## config.mk

```make
export PLATFORM = sky130hd
export DESIGN_NAME = debug_probe_display
export DESIGN_NICKNAME = d
export VERILOG_FILES = /design/src/rtl/debug_probe_display.sv
export SDC_FILE = /design/constraint.sdc
export NUM_CORES = 1
export LEC_CHECK = 0
export CORE_AREA = 2 2 227 229
export DETAILED_ROUTE_END_ITERATION = 10
export DIE_AREA = 0 0 229 231
export MAX_ROUTING_LAYER = met4
export PLACE_DENSITY = 0.48
export SLEW_MARGIN = 20
export SYNTH_ARGS = -nofsm -noshare
export SYNTH_HDL_FRONTEND = slang
export SYNTH_SLANG_ARGS = --single-unit
```

## constraint.sdc

```tcl
create_clock -name SYS_clk -period 10.75 [get_ports SYS_clk]
set_input_delay 2.15 -clock SYS_clk [delete_from_list [all_inputs] [get_ports SYS_clk]]
set_output_delay 2.15 -clock SYS_clk [all_outputs]
set_load 0.01 [all_outputs]
```

## src/rtl/debug_probe_display.sv

```systemverilog
// Debug front-end: probe channel select and freeze, scanned hex display, LED mirror,
// and run/halt/single-step clock-enable control for the core.
module debug_probe_display #(
    parameter int NUM_CH     = 16,
    parameter int DATA_W     = 32,
    parameter int NUM_DIGITS = 8,
    parameter int SCAN_DIV   = 1024,
    parameter int LED_W      = 26,
    parameter int RESET_RUN  = 1
) (
    input  logic                         SYS_clk,
    input  logic                         SYS_reset,
    input  logic [NUM_CH*DATA_W-1:0]     probe_data,
    input  logic [$clog2(NUM_CH)-1:0]    select,
    input  logic                         freeze,
    input  logic                         mode_run,
    input  logic                         step_req,
    output logic                         cpu_en,
    output logic [15:0]                  cycle_count,
    output logic [LED_W-1:0]             led_out,
    output logic [6:0]                   seg_out,
    output logic [NUM_DIGITS-1:0]        digit_en
);
    // state | meaning
    // RUN   | core clock enabled continuously
    // HALT  | core stopped, waiting for mode_run or a step edge
    // STEP  | single enabled cycle, then back to HALT or RUN
    typedef enum logic [1:0] {RUN, HALT, STEP} run_state_t;

    localparam int IDX_W = (NUM_DIGITS > 1) ? $clog2(NUM_DIGITS) : 1;
    localparam int PRE_W = $clog2(SCAN_DIV);
    localparam logic [IDX_W-1:0] IDX_LAST = IDX_W'(NUM_DIGITS - 1);
    localparam logic [PRE_W-1:0] PRE_LAST = PRE_W'(SCAN_DIV - 1);

    run_state_t         state;
    logic               step_q;
    logic               freeze_q;
    logic [DATA_W-1:0]  snap;
    logic [DATA_W-1:0]  disp_val;
    logic [PRE_W-1:0]   prescaler;
    logic [IDX_W-1:0]   idx;

    logic [DATA_W-1:0]  live;
    logic [DATA_W-1:0]  snap_nxt;
    logic [DATA_W-1:0]  disp_nxt;
    logic [PRE_W-1:0]   pre_nxt;
    logic [IDX_W-1:0]   idx_nxt;
    logic [3:0]         nib;
    logic [6:0]         seg_nxt;
    logic               step_edge;

    function automatic logic [6:0] hex7(input logic [3:0] n);
        case (n)
            4'h0: hex7 = 7'h40;  4'h1: hex7 = 7'h79;  4'h2: hex7 = 7'h24;  4'h3: hex7 = 7'h30;
            4'h4: hex7 = 7'h19;  4'h5: hex7 = 7'h12;  4'h6: hex7 = 7'h02;  4'h7: hex7 = 7'h78;
            4'h8: hex7 = 7'h00;  4'h9: hex7 = 7'h10;  4'hA: hex7 = 7'h08;  4'hB: hex7 = 7'h03;
            4'hC: hex7 = 7'h46;  4'hD: hex7 = 7'h21;  4'hE: hex7 = 7'h06;  default: hex7 = 7'h0E;
        endcase
    endfunction

    always_comb begin
        live = '0;
        for (int k = 0; k < NUM_CH; k++) begin
            if (int'(select) == k) live = probe_data[k*DATA_W +: DATA_W];
        end
    end

    // Snapshot bypass so the capture cycle already displays the captured value.
    assign snap_nxt  = (freeze & ~freeze_q) ? live : snap;
    assign disp_nxt  = freeze ? snap_nxt : live;
    assign step_edge = step_req & ~step_q;

    // Display outputs are registered from the next index/value so they always match each other.
    always_comb begin
        pre_nxt = prescaler + 1'b1;
        idx_nxt = idx;
        if (prescaler == PRE_LAST) begin
            pre_nxt = '0;
            idx_nxt = (idx == IDX_LAST) ? '0 : idx + 1'b1;
        end
        nib     = 4'(disp_nxt >> (4 * idx_nxt));
        seg_nxt = (int'(idx_nxt) >= DATA_W / 4) ? 7'h7F : hex7(nib);
    end

    always_ff @(posedge SYS_clk or negedge SYS_reset) begin
        if (!SYS_reset) begin
            freeze_q  <= 1'b0;
            snap      <= '0;
            disp_val  <= '0;
            prescaler <= '0;
            idx       <= '0;
            seg_out   <= 7'h40;
            digit_en  <= ~NUM_DIGITS'(1);
        end else begin
            freeze_q  <= freeze;
            snap      <= snap_nxt;
            disp_val  <= disp_nxt;
            prescaler <= pre_nxt;
            idx       <= idx_nxt;
            seg_out   <= seg_nxt;
            digit_en  <= ~(NUM_DIGITS'(1) << idx_nxt);
        end
    end

    always_ff @(posedge SYS_clk or negedge SYS_reset) begin
        if (!SYS_reset) begin
            state       <= (RESET_RUN != 0) ? RUN : HALT;
            cpu_en      <= (RESET_RUN != 0);
            step_q      <= 1'b0;
            cycle_count <= '0;
        end else begin
            step_q      <= step_req;
            cycle_count <= cycle_count + {15'd0, cpu_en};
            case (state)
                RUN: begin
                    if (!mode_run) begin
                        state  <= HALT;
                        cpu_en <= 1'b0;
                    end else begin
                        cpu_en <= 1'b1;
                    end
                end
                HALT: begin
                    if (mode_run) begin
                        state  <= RUN;
                        cpu_en <= 1'b1;
                    end else if (step_edge) begin
                        state  <= STEP;
                        cpu_en <= 1'b1;
                    end else begin
                        cpu_en <= 1'b0;
                    end
                end
                STEP: begin
                    state  <= mode_run ? RUN : HALT;
                    cpu_en <= mode_run;
                end
                default: begin
                    state  <= HALT;
                    cpu_en <= 1'b0;
                end
            endcase
        end
    end

    assign led_out = disp_val[LED_W-1:0];

endmodule

```

==> metrics.cfg, run 1 <==
[status]
result_of_the_run=finished, final reports clean

[floorplan]
chipWidth_um=229
die_h_um=231
num_rows=83
fp.dieArea_um2=52900
coreArea_um2=50700
io_pins=579
initial_utilization_pct=20.8

[power]
netSwitchingFraction_pct=34.9
peakVddDrop_v=0.0000739
power_uw=1600
combPwrFrac_pct=46.8
sequentialPowerShare_pct=31.8
net-switching-power_uw=560
clock_power_share_pct=21.4
static-leakage-power_uw=0.00646
pwr_density_cell_nw_per_um2=94.4
internal_power_contribution_uw=1040

[grt]
via_count_of_the_first_global_routing_pass=13186
largest_net_degree_at_the_start_of_global_routing=79
grt_first_pass_wirelength_um=102000
grt_use_total_pct=27.5
overflow=0
antenna_found_initial=17

[logic_synthesis]
synth.cell_area_um2=10600
post_synthesis_async_set_or_reset_flop_share_pct=100
yosys.area.top_type=sky130_fd_sc_hd__dfrtp_1
synth_register_bits=107
yosys.area.top_type_share_pct=23.2
synth.yosys.warnings=0
postSynth.topFlopCell=sky130_fd_sc_hd__dfrtp_1
synth.lib_cells_used.distinct=89
synthTopCellsByArea=sky130_fd_sc_hd__dfrtp_1 23%, sky130_fd_sc_hd__mux2i_1 5.4%, sky130_fd_sc_hd__o21ai_0 4.6%
synth_top_cells_by_count=113 x sky130_fd_sc_hd__nand2_1, 98 x sky130_fd_sc_hd__dfrtp_1, 98 x sky130_fd_sc_hd__o21ai_0, 95 x sky130_fd_sc_hd__a21oi_1, 95 x sky130_fd_sc_hd__nor2_1
seq_area_frac_synth_pct=25.5
syn_avg_cell_area_um2=8.43
synthCells=1253
synth_edf_count=0
net_count_after_synthesis=1789
yosys.cell_count.top_type=sky130_fd_sc_hd__nand2_1

[hold_path]
min-delay-path-class=register to register

[cts]
numClockSinks=107
cts_hold_buf=0
cts_tree=built
post_cts_resized=0
clkSlewWorstSetupHoldPaths_ps=70
cts-htree-levels=3
clock-root-buffer=sky130_fd_sc_hd__clkbuf_16
post-cts-setup-buffer-count=0
tritoncts.num_buffers=9
clk-insertion-delay-late_ps=350
cts.path.max_buffers=2

[drt]
detail_route.drc_violations=0
wl_um=73700
drtIter0Drc=1204
dr_total_vias=12946
routed_wire_length_per_instance_um=30.0
drtAntennaViolNets=0
drt_pre_antenna_iters=6
drt-vias-per-instance=5.28

[layout]
area_delta_synth_final_pct=60.8
final_net_count=2289
fin_util_pct=33.5
cell_count_final_fillers_out=2453
post_route_cells_drive_above_1_share_pct=8.25
stdcell_area_um2=17000

[timing]
fin_worst_skew_ps=10.5
fmaxAchievable_ghz=0.154
layout_worst_path_cycle_share_pct=60.5
finalSetupViolCount=0
final.min_clock_period_ps=6500
rsz0062_at_grt=false
timing.final.hold_violations=0
worst-slew-pin-transition_ps=1090
slew_violations=0
timing.max_slew.rel_slack_pct=27.1
fin_setup_tns_ps=0

[setup_path]
worst-path-max-fanout=77
timing.critical_path.arrival_ps=6740
crit_required_ps=10990
path_class=input pin to register
start_kind=input pin
worst_setup_path_end_kind=register

[placed_design]
place_inst=2422
gp_congestion=0.978
buffer_ports.inserted=578
post-dp-hpwl_um=59600
postPlaceCellArea_um2=16600

[flow_run]
cap_viol_max_count=0

==> area by class of cell <==
class,instances,area [um^2]
Clock inverter,4,51.3
Multi-Input combinational cell,1002,7010
Sequential cell,107,2690
Tap cell,680,851
Antenna cell,15,37.5
Inverter,27,101
Fill cell,5396,33700
Timing Repair Buffer,606,5990
Clock buffer,12,246
==> worst max-delay path, stage by stage <==
cell and delay (ps):
sky130_fd_sc_hd__buf_6 500, sky130_fd_sc_hd__buf_4 650, sky130_fd_sc_hd__mux4_2 630, sky130_fd_sc_hd__a21oi_1 190, sky130_fd_sc_hd__o31ai_1 130, sky130_fd_sc_hd__o21ai_0 420, sky130_fd_sc_hd__a31o_2 240, sky130_fd_sc_hd__o21ai_0 120
sky130_fd_sc_hd__and2_1 220, sky130_fd_sc_hd__a211oi_2 420, sky130_fd_sc_hd__inv_1 170, sky130_fd_sc_hd__ha_1 260, sky130_fd_sc_hd__or3_1 390, sky130_fd_sc_hd__o221a_1 120
==> sequential cells by signal, summed over array words and instances (netlist names) <==
register	cells
cpu_en	1
cycle_count	16
digit_en	8
disp_val	26
freeze_q	1
idx	3
prescaler	10
seg_out	7
snap	32
state	2
step_q	1
==> logic make-up after synthesis <==
kind of cell / synth area share (%)
DFF: 25.5
AOI/OAI and AO/OA: 32.1
xor gates and xnor gates: 1.82
and+or+nand+nor: 16.8
adders and majority gates: 1.78
buffers and inverters: 8.33
muxes: 13.6
==> power by group through the flow <==
| stage | clock network, uW | logic (uW) | registers [uW] |
|---|---|---|---|
| CTS | 351 | 747 | 509 |
| finish | 343 | 750 | 509 |
| global placement | 0 | 738 | 515 |
| global route | 366 | 795 | 518 |
| floorplan | 0 | 307 | 523 |
| detailed placement | 0 | 745 | 516 |
==> metrics by stage <==
stage	setup slack, ps	hold WS [ps]
global route	4030	509
detailed placement	3920	466
global placement	4130	458
CTS	4300	483
floorplan	5600	441
finish	4250	477
==> layout by cell type (no fill, tap or decap), types with 9 or more instances in the layout <==
| master | netlist | routed |
|---|---|---|
| sky130_fd_sc_hd__nor3_1 | 13 | 13 |
| sky130_fd_sc_hd__nand4_1 | 10 | 10 |
| sky130_fd_sc_hd__o22ai_1 | 29 | 29 |
| sky130_fd_sc_hd__inv_1 | 22 | 22 |
| sky130_fd_sc_hd__xnor2_1 | 15 | 15 |
| sky130_fd_sc_hd__a22oi_1 | 25 | 25 |
| sky130_fd_sc_hd__mux2i_1 | 57 | 57 |
| sky130_fd_sc_hd__diode_2 | 0 | 15 |
| sky130_fd_sc_hd__o21ai_1 | 16 | 16 |
| sky130_fd_sc_hd__a22o_1 | 11 | 11 |
| sky130_fd_sc_hd__o2bb2ai_1 | 10 | 10 |
| sky130_fd_sc_hd__nand3_1 | 22 | 22 |
| sky130_fd_sc_hd__o31ai_1 | 19 | 19 |
| sky130_fd_sc_hd__nand2b_1 | 22 | 21 |
| sky130_fd_sc_hd__clkbuf_16 | 0 | 9 |
| sky130_fd_sc_hd__and2_1 | 12 | 12 |
| sky130_fd_sc_hd__buf_4 | 18 | 30 |
| sky130_fd_sc_hd__a21o_1 | 22 | 22 |
| sky130_fd_sc_hd__ha_1 | 15 | 15 |
| sky130_fd_sc_hd__clkdlybuf4s50_1 | 0 | 573 |
| sky130_fd_sc_hd__a32oi_1 | 9 | 9 |
| sky130_fd_sc_hd__o221ai_1 | 15 | 15 |
| sky130_fd_sc_hd__a21oi_1 | 95 | 95 |
| sky130_fd_sc_hd__nor2_1 | 95 | 95 |
| sky130_fd_sc_hd__a221oi_1 | 16 | 16 |
| sky130_fd_sc_hd__o21ai_0 | 98 | 98 |
| sky130_fd_sc_hd__mux2_2 | 32 | 32 |
| sky130_fd_sc_hd__nor2b_1 | 16 | 13 |
| sky130_fd_sc_hd__dfstp_2 | 9 | 9 |
| sky130_fd_sc_hd__a2bb2oi_1 | 12 | 12 |
| sky130_fd_sc_hd__a31oi_1 | 13 | 13 |
| sky130_fd_sc_hd__and3_1 | 10 | 10 |
| sky130_fd_sc_hd__mux2_1 | 9 | 9 |
| sky130_fd_sc_hd__nand2_1 | 113 | 113 |
| sky130_fd_sc_hd__dfrtp_1 | 98 | 98 |
| sky130_fd_sc_hd__mux4_2 | 18 | 18 |
==> path summary, 6_finish.rpt <==
check,from,end,slack [ps],depth (start not counted)
setup reg to reg,prescaler[0]$_DFF_PN0_,seg_out[0]$_DFF_PN0_,6450,13
hold reg to reg,snap[17]$_DFF_PN0_,snap[17]$_DFF_PN0_,480,2
setup / recovery,select[0],seg_out[0]$_DFF_PN0_,4250,14
hold / removal,snap[17]$_DFF_PN0_,snap[17]$_DFF_PN0_,480,2
min in group asynchronous,SYS_reset,cycle_count[10]$_DFF_PN0_,1920,1
max in group asynchronous,SYS_reset,disp_val[2]$_DFF_PN0_,7680,2
==> per-layer routing <==
| layer | track usage [%] | vias to the layer above | wire, um |
|---|---|---|---|
| li1 | - | 5783 | - |
| met1 | 34.3 | 6476 | 31200 |
| met2 | 46.6 | 624 | 36600 |
| met3 | 3.64 | 63 | 4140 |
| met4 | 7.47 | 0 | 1750 |
| met5 | - | - | 0 |
No activity file was read; power rests on OpenSTA's default activity.
==> inputs of run 2 (changes only) <==
--- a/config.mk
+++ b/config.mk
@@ -9,7 +9,7 @@
 export DETAILED_ROUTE_END_ITERATION = 10
 export DIE_AREA = 0 0 229 231
 export MAX_ROUTING_LAYER = met4
-export PLACE_DENSITY = 0.48
+export PLACE_DENSITY = 0.49
 export SLEW_MARGIN = 20
 export SYNTH_ARGS = -nofsm -noshare
 export SYNTH_HDL_FRONTEND = slang
==> constraint.sdc (replaced) <==
create_clock -name SYS_clk -period 5.3 [get_ports SYS_clk]
set_input_delay 1.06 -clock SYS_clk [delete_from_list [all_inputs] [get_ports SYS_clk]]
set_output_delay 1.06 -clock SYS_clk [all_outputs]
set_load 0.01 [all_outputs]
==> metrics.cfg, run 2 (same netlist as run 1, synthesis figures left out) <==
[grt]
grt_first_pass_wirelength_um=104000
overflow=0
via_count_of_the_first_global_routing_pass=13528
antenna_found_initial=20
largest_net_degree_at_the_start_of_global_routing=56
grt_use_total_pct=28.1

[timing]
hold-worst-slack_ps=476
layout_worst_path_cycle_share_pct=89.7
fin_worst_skew_ps=14.6
rsz0062_at_grt=false
fin_setup_tns_ps=0
worst-slew-pin-transition_ps=1060
final.min_clock_period_ps=4750
finalSetupViolCount=0
timing.final.hold_violations=0
fmaxAchievable_ghz=0.210
timing.max_slew.rel_slack_pct=28.5
slew_violations=0
crit_path_setup_slack_layout_ps=547

[cts]
clkSlewWorstSetupHoldPaths_ps=70
clk-insertion-delay-late_ps=360
cts.path.max_buffers=2
tritoncts.num_buffers=9
cts_tree=built
cts-htree-levels=3
cts_hold_buf=0
post_cts_resized=0
post-cts-setup-buffer-count=0
numClockSinks=107
clock-root-buffer=sky130_fd_sc_hd__clkbuf_16

[power]
peakVddDrop_v=0.000181
pwr_density_cell_nw_per_um2=187
static-leakage-power_uw=0.00673

[setup_path]
path_class=input pin to register
timing.critical_path.arrival_ps=4990
start_kind=input pin
worst_setup_path_end_kind=register
worst-path-max-fanout=31
crit_required_ps=5540
crit-reg2reg-launch=prescaler[0]$_DFF_PN0_
worst_setup_path_startpoint=select[2]

[drt]
drt-vias-per-instance=5.33
drt_pre_antenna_iters=6
drtAntennaViolNets=0
drtIter0Drc=1425
wl_um=75400
detail_route.drc_violations=0
routed_wire_length_per_instance_um=30.0
dr_total_vias=13369

[floorplan]
die_h_um=231
io_pins=579
num_rows=83
chipWidth_um=229
coreArea_um2=50700
fp.dieArea_um2=52900
initial_utilization_pct=20.8

[layout]
final_net_count=2340
max_flop_register=snap
fin_util_pct=34.4
max_reg_flops=32
area_delta_synth_final_pct=65.1
post_route_cells_drive_above_1_share_pct=10.9
mostFrequentLayoutCell=sky130_fd_sc_hd__clkdlybuf4s50_1
cell_count_final_fillers_out=2509
mostFrequentLayoutCells=573 x sky130_fd_sc_hd__clkdlybuf4s50_1, 113 x sky130_fd_sc_hd__nand2_1, 98 x sky130_fd_sc_hd__o21ai_0, 98 x sky130_fd_sc_hd__dfrtp_1
largestRegisters=snap: 32 flops, disp_val: 26 flops, cycle_count: 16 flops

[placed_design]
worst_case_setup_slack_after_placement_ps=168
buffer_ports.inserted=578
post-dp-hpwl_um=63400
gp_congestion=0.942
place_inst=2473

[hold_path]
min-delay-path-class=register to register
min-delay-start=snap[14]$_DFF_PN0_

[flow_run]
cap_viol_max_count=0

[status]
result_of_the_run=finished, final reports clean

[run 2: per-layer routing]
metal	GRT usage [%]	part of all wire [%]	vias up
met1	34.7	43	6659
met5	-	0	-
met4	7.67	2.5	0
met3	4.08	5.7	98
met2	47.9	49	710
li1	-	-	5902
[run 2: layout make-up]
cell class	count	area, um^2
Clock buffer	10	239
Tap cell	680	851
Antenna cell	20	50.0
Fill cell	5457	33200
Timing Repair Buffer	657	6450
Inverter	27	101
Sequential cell	107	2690
Clock inverter	6	47.5
Multi-Input combinational cell	1002	7010
[run 2: critical path, stage by stage]
cell and delay [ps]:
sky130_fd_sc_hd__buf_4 340, sky130_fd_sc_hd__buf_4 310, sky130_fd_sc_hd__nand2b_2 180, sky130_fd_sc_hd__buf_4 230, sky130_fd_sc_hd__o21ai_0 120, sky130_fd_sc_hd__a21oi_1 180
sky130_fd_sc_hd__a21oi_1 420, sky130_fd_sc_hd__o211ai_1 230, sky130_fd_sc_hd__a21boi_0 390, sky130_fd_sc_hd__o2111ai_1 200, sky130_fd_sc_hd__a211oi_2 390, sky130_fd_sc_hd__inv_1 160
sky130_fd_sc_hd__ha_1 240, sky130_fd_sc_hd__or3_1 370, sky130_fd_sc_hd__o221a_1 120
[run 2: worst paths after layout]
check,endpoint,slack [ps],cells past startpoint
min in group asynchronous,cycle_count[10]$_DFF_PN0_,760,1
max in group asynchronous,snap[14]$_DFF_PN0_,3330,2
worst min register to register,snap[14]$_DFF_PN0_,480,2
worst max register to register,seg_out[3]$_DFF_PN0_,1040,11
worst max-delay path,seg_out[0]$_DFF_PN0_,550,15
worst min-delay path,snap[14]$_DFF_PN0_,480,2
[run 2: through the flow]
stage | cell area [um^2] | power [uW]
finish | 17400 | 3260
global route | 17400 | 3420
detailed placement | 17100 | 2600
floorplan | 10600 | 1680
global placement | 17100 | 2590
CTS | 17400 | 3270
[run 2: power breakdown]
group | internal [uW] | total [uW] | leakage, uW | switching [uW]
combinational | 816 | 1570 | 0.00526 | 758
sequential | 948 | 1030 | 0.00133 | 76.9
clock | 336 | 660 | 0.000140 | 324
==> inputs of run 3 (changes only) <==
--- a/config.mk
+++ b/config.mk
@@ -10,7 +10,7 @@
 export DIE_AREA = 0 0 229 231
 export MAX_ROUTING_LAYER = met4
 export PLACE_DENSITY = 0.49
-export SLEW_MARGIN = 20
+export SLEW_MARGIN = 30
 export SYNTH_ARGS = -nofsm -noshare
 export SYNTH_HDL_FRONTEND = slang
 export SYNTH_SLANG_ARGS = --single-unit
==> metrics.cfg, run 3 (same netlist as run 1, synthesis figures left out) <==
[status]
result_of_the_run=finished, final reports clean

[power]
static-leakage-power_uw=0.00675
pwr_density_cell_nw_per_um2=190
clock_power_share_pct=21.5
combPwrFrac_pct=47.6
netSwitchingFraction_pct=35.1
internal_power_contribution_uw=2150
sequentialPowerShare_pct=30.9
net-switching-power_uw=1160
peakVddDrop_v=0.000128

[drt]
detail_route.drc_violations=0
wl_um=75300
routed_wire_length_per_instance_um=30.1
drt_pre_antenna_iters=7
drtAntennaViolNets=0
drtIter0Drc=1324
drt-vias-per-instance=5.29
dr_total_vias=13257

[cts]
cts-htree-levels=3
clock-root-buffer=sky130_fd_sc_hd__clkbuf_16
post-cts-setup-buffer-count=0
clk-insertion-delay-late_ps=360
cts_hold_buf=0
numClockSinks=107
clkSlewWorstSetupHoldPaths_ps=70
tritoncts.num_buffers=9
post_cts_resized=0
cts_tree=built
cts.path.max_buffers=2

[placed_design]
buffer_ports.inserted=578
post-dp-hpwl_um=63400
worst_case_setup_slack_after_placement_ps=192
postPlaceCellArea_um2=17100
gp_congestion=0.942

[grt]
globalRouteMet1Util_pct=34.6
via_count_of_the_first_global_routing_pass=13550
overflow=0
antenna_found_initial=18
grt_first_pass_wirelength_um=104000
global_route.peak_usage_layer=met2
largest_net_degree_at_the_start_of_global_routing=56
grt_use_total_pct=28.2
gr-usage-met3_pct=4.53
gr-usage-met2_pct=48.3

[setup_path]
crit_chain=buf_4, buf_4, nand2b_2, buf_4, o21ai_0, a21oi_1, a21oi_1, o211ai_1, a21boi_0, o2111ai_1, a211oi_2, inv_1, ha_1, or3_1, o221a_1
cp_num_cells=15
crit_required_ps=5540
path_class=input pin to register
critical-path-max-stage-delay_ps=420
worst_r2r_path_depth=11
cp_top_family=compound AO/OA/AOI/OAI gates
start_kind=input pin
timing.critical_path.arrival_ps=5010
worst_setup_path_end_kind=register
worst-path-max-fanout=31
cp_num_buf_inv=4
critical-path-slowest-cell=sky130_fd_sc_hd__a21oi_1
path_common_cell=sky130_fd_sc_hd__buf_4

[layout]
max_flop_register=snap
mostFrequentLayoutCells=573 x sky130_fd_sc_hd__clkdlybuf4s50_1, 113 x sky130_fd_sc_hd__nand2_1, 98 x sky130_fd_sc_hd__o21ai_0, 98 x sky130_fd_sc_hd__dfrtp_1
max_reg_flops=32
post_route_cells_drive_above_1_share_pct=11.0
area_delta_synth_final_pct=65.3
mostFrequentLayoutCell=sky130_fd_sc_hd__clkdlybuf4s50_1
largestRegisters=snap: 32 flops, disp_val: 26 flops, cycle_count: 16 flops
final_net_count=2340
stdcell_area_um2=17500

[timing]
rsz0062_at_grt=false
fmaxAchievable_ghz=0.210
fin_setup_tns_ps=0
crit_path_setup_slack_layout_ps=533
finalSetupViolCount=0
worst-slew-pin-transition_ps=900
fin_worst_skew_ps=10.1
timing.final.hold_violations=0
final.min_clock_period_ps=4770
slew_violations=0
timing.max_slew.rel_slack_pct=39.9
layout_worst_path_cycle_share_pct=89.9

[hold_path]
timing.hold.worst_path_depth=2
min-delay-path-class=register to register

[floorplan]
num_rows=83
fp.dieArea_um2=52900
coreArea_um2=50700
initial_utilization_pct=20.8
die_h_um=231
chipWidth_um=229
io_pins=579

[flow_run]
cap_viol_max_count=0

## run 3: cell count changes in the layout (fill, tap and decap cells not counted), sizes merged
cell      change
bufinv        +1
clkinv        -2
clkinvlp      -1
diode         -2
inv           +2
## run 3: area by class of cell
type | instances | area (um^2)
well taps | 680 | 851
clock buffers | 10 | 239
clock inverters | 6 | 70.1
repair buffers | 657 | 6450
multi-input cells | 1002 | 7020
flip-flops and latches | 107 | 2690
fillers | 5412 | 33200
inverters | 27 | 101
diodes | 18 | 45.0
## run 3: power by group through the flow
stage | Clock (uW) | Sequential, uW | Combinational (uW)
4_1_cts | 731 | 1030 | 1570
2_1_floorplan | 0 | 1060 | 624
3_3_place_gp | 0 | 1040 | 1550
6_report | 712 | 1030 | 1580
3_5_place_dp | 0 | 1040 | 1570
5_1_grt | 761 | 1040 | 1670
## run 3: final timing paths
| path | from | to | slack, ps |
|---|---|---|---|
| worst max register to register | prescaler[0]$_DFF_PN0_ | seg_out[3]$_DFF_PN0_ | 980 |
| max in group asynchronous | SYS_reset | disp_val[1]$_DFF_PN0_ | 3360 |
| worst min-delay path | snap[14]$_DFF_PN0_ | snap[14]$_DFF_PN0_ | 480 |
| min in group asynchronous | SYS_reset | cycle_count[10]$_DFF_PN0_ | 750 |
| worst max-delay path | select[2] | seg_out[0]$_DFF_PN0_ | 530 |
| worst min register to register | snap[14]$_DFF_PN0_ | snap[14]$_DFF_PN0_ | 480 |
## run 3: routing by layer
metal / part of all wire, % / wire (um) / up-vias
met3: 5.5 / 4150 / 108
met5: 0 / 0 / -
li1: - / - / 5902
met4: 2.6 / 1950 / 0
met2: 49 / 37200 / 645
met1: 43 / 32000 / 6602
## run 3: through the flow
step	instances	power, uW	hold slack (ps)	utilization [%]
final	2507	3310	476	34.4
after global placement	2473	2590	459	33.7
after detailed placement	2473	2610	463	33.7
after global routing	2505	3470	503	34.4
after CTS	2489	3330	480	34.4
after floorplan	1253	1680	441	-
## run 3: worst min-delay path, cell delays in order (launching register included)
cell,delay (ps)
sky130_fd_sc_hd__dfrtp_1,340
sky130_fd_sc_hd__nand2_1,50
sky130_fd_sc_hd__o31ai_1,50
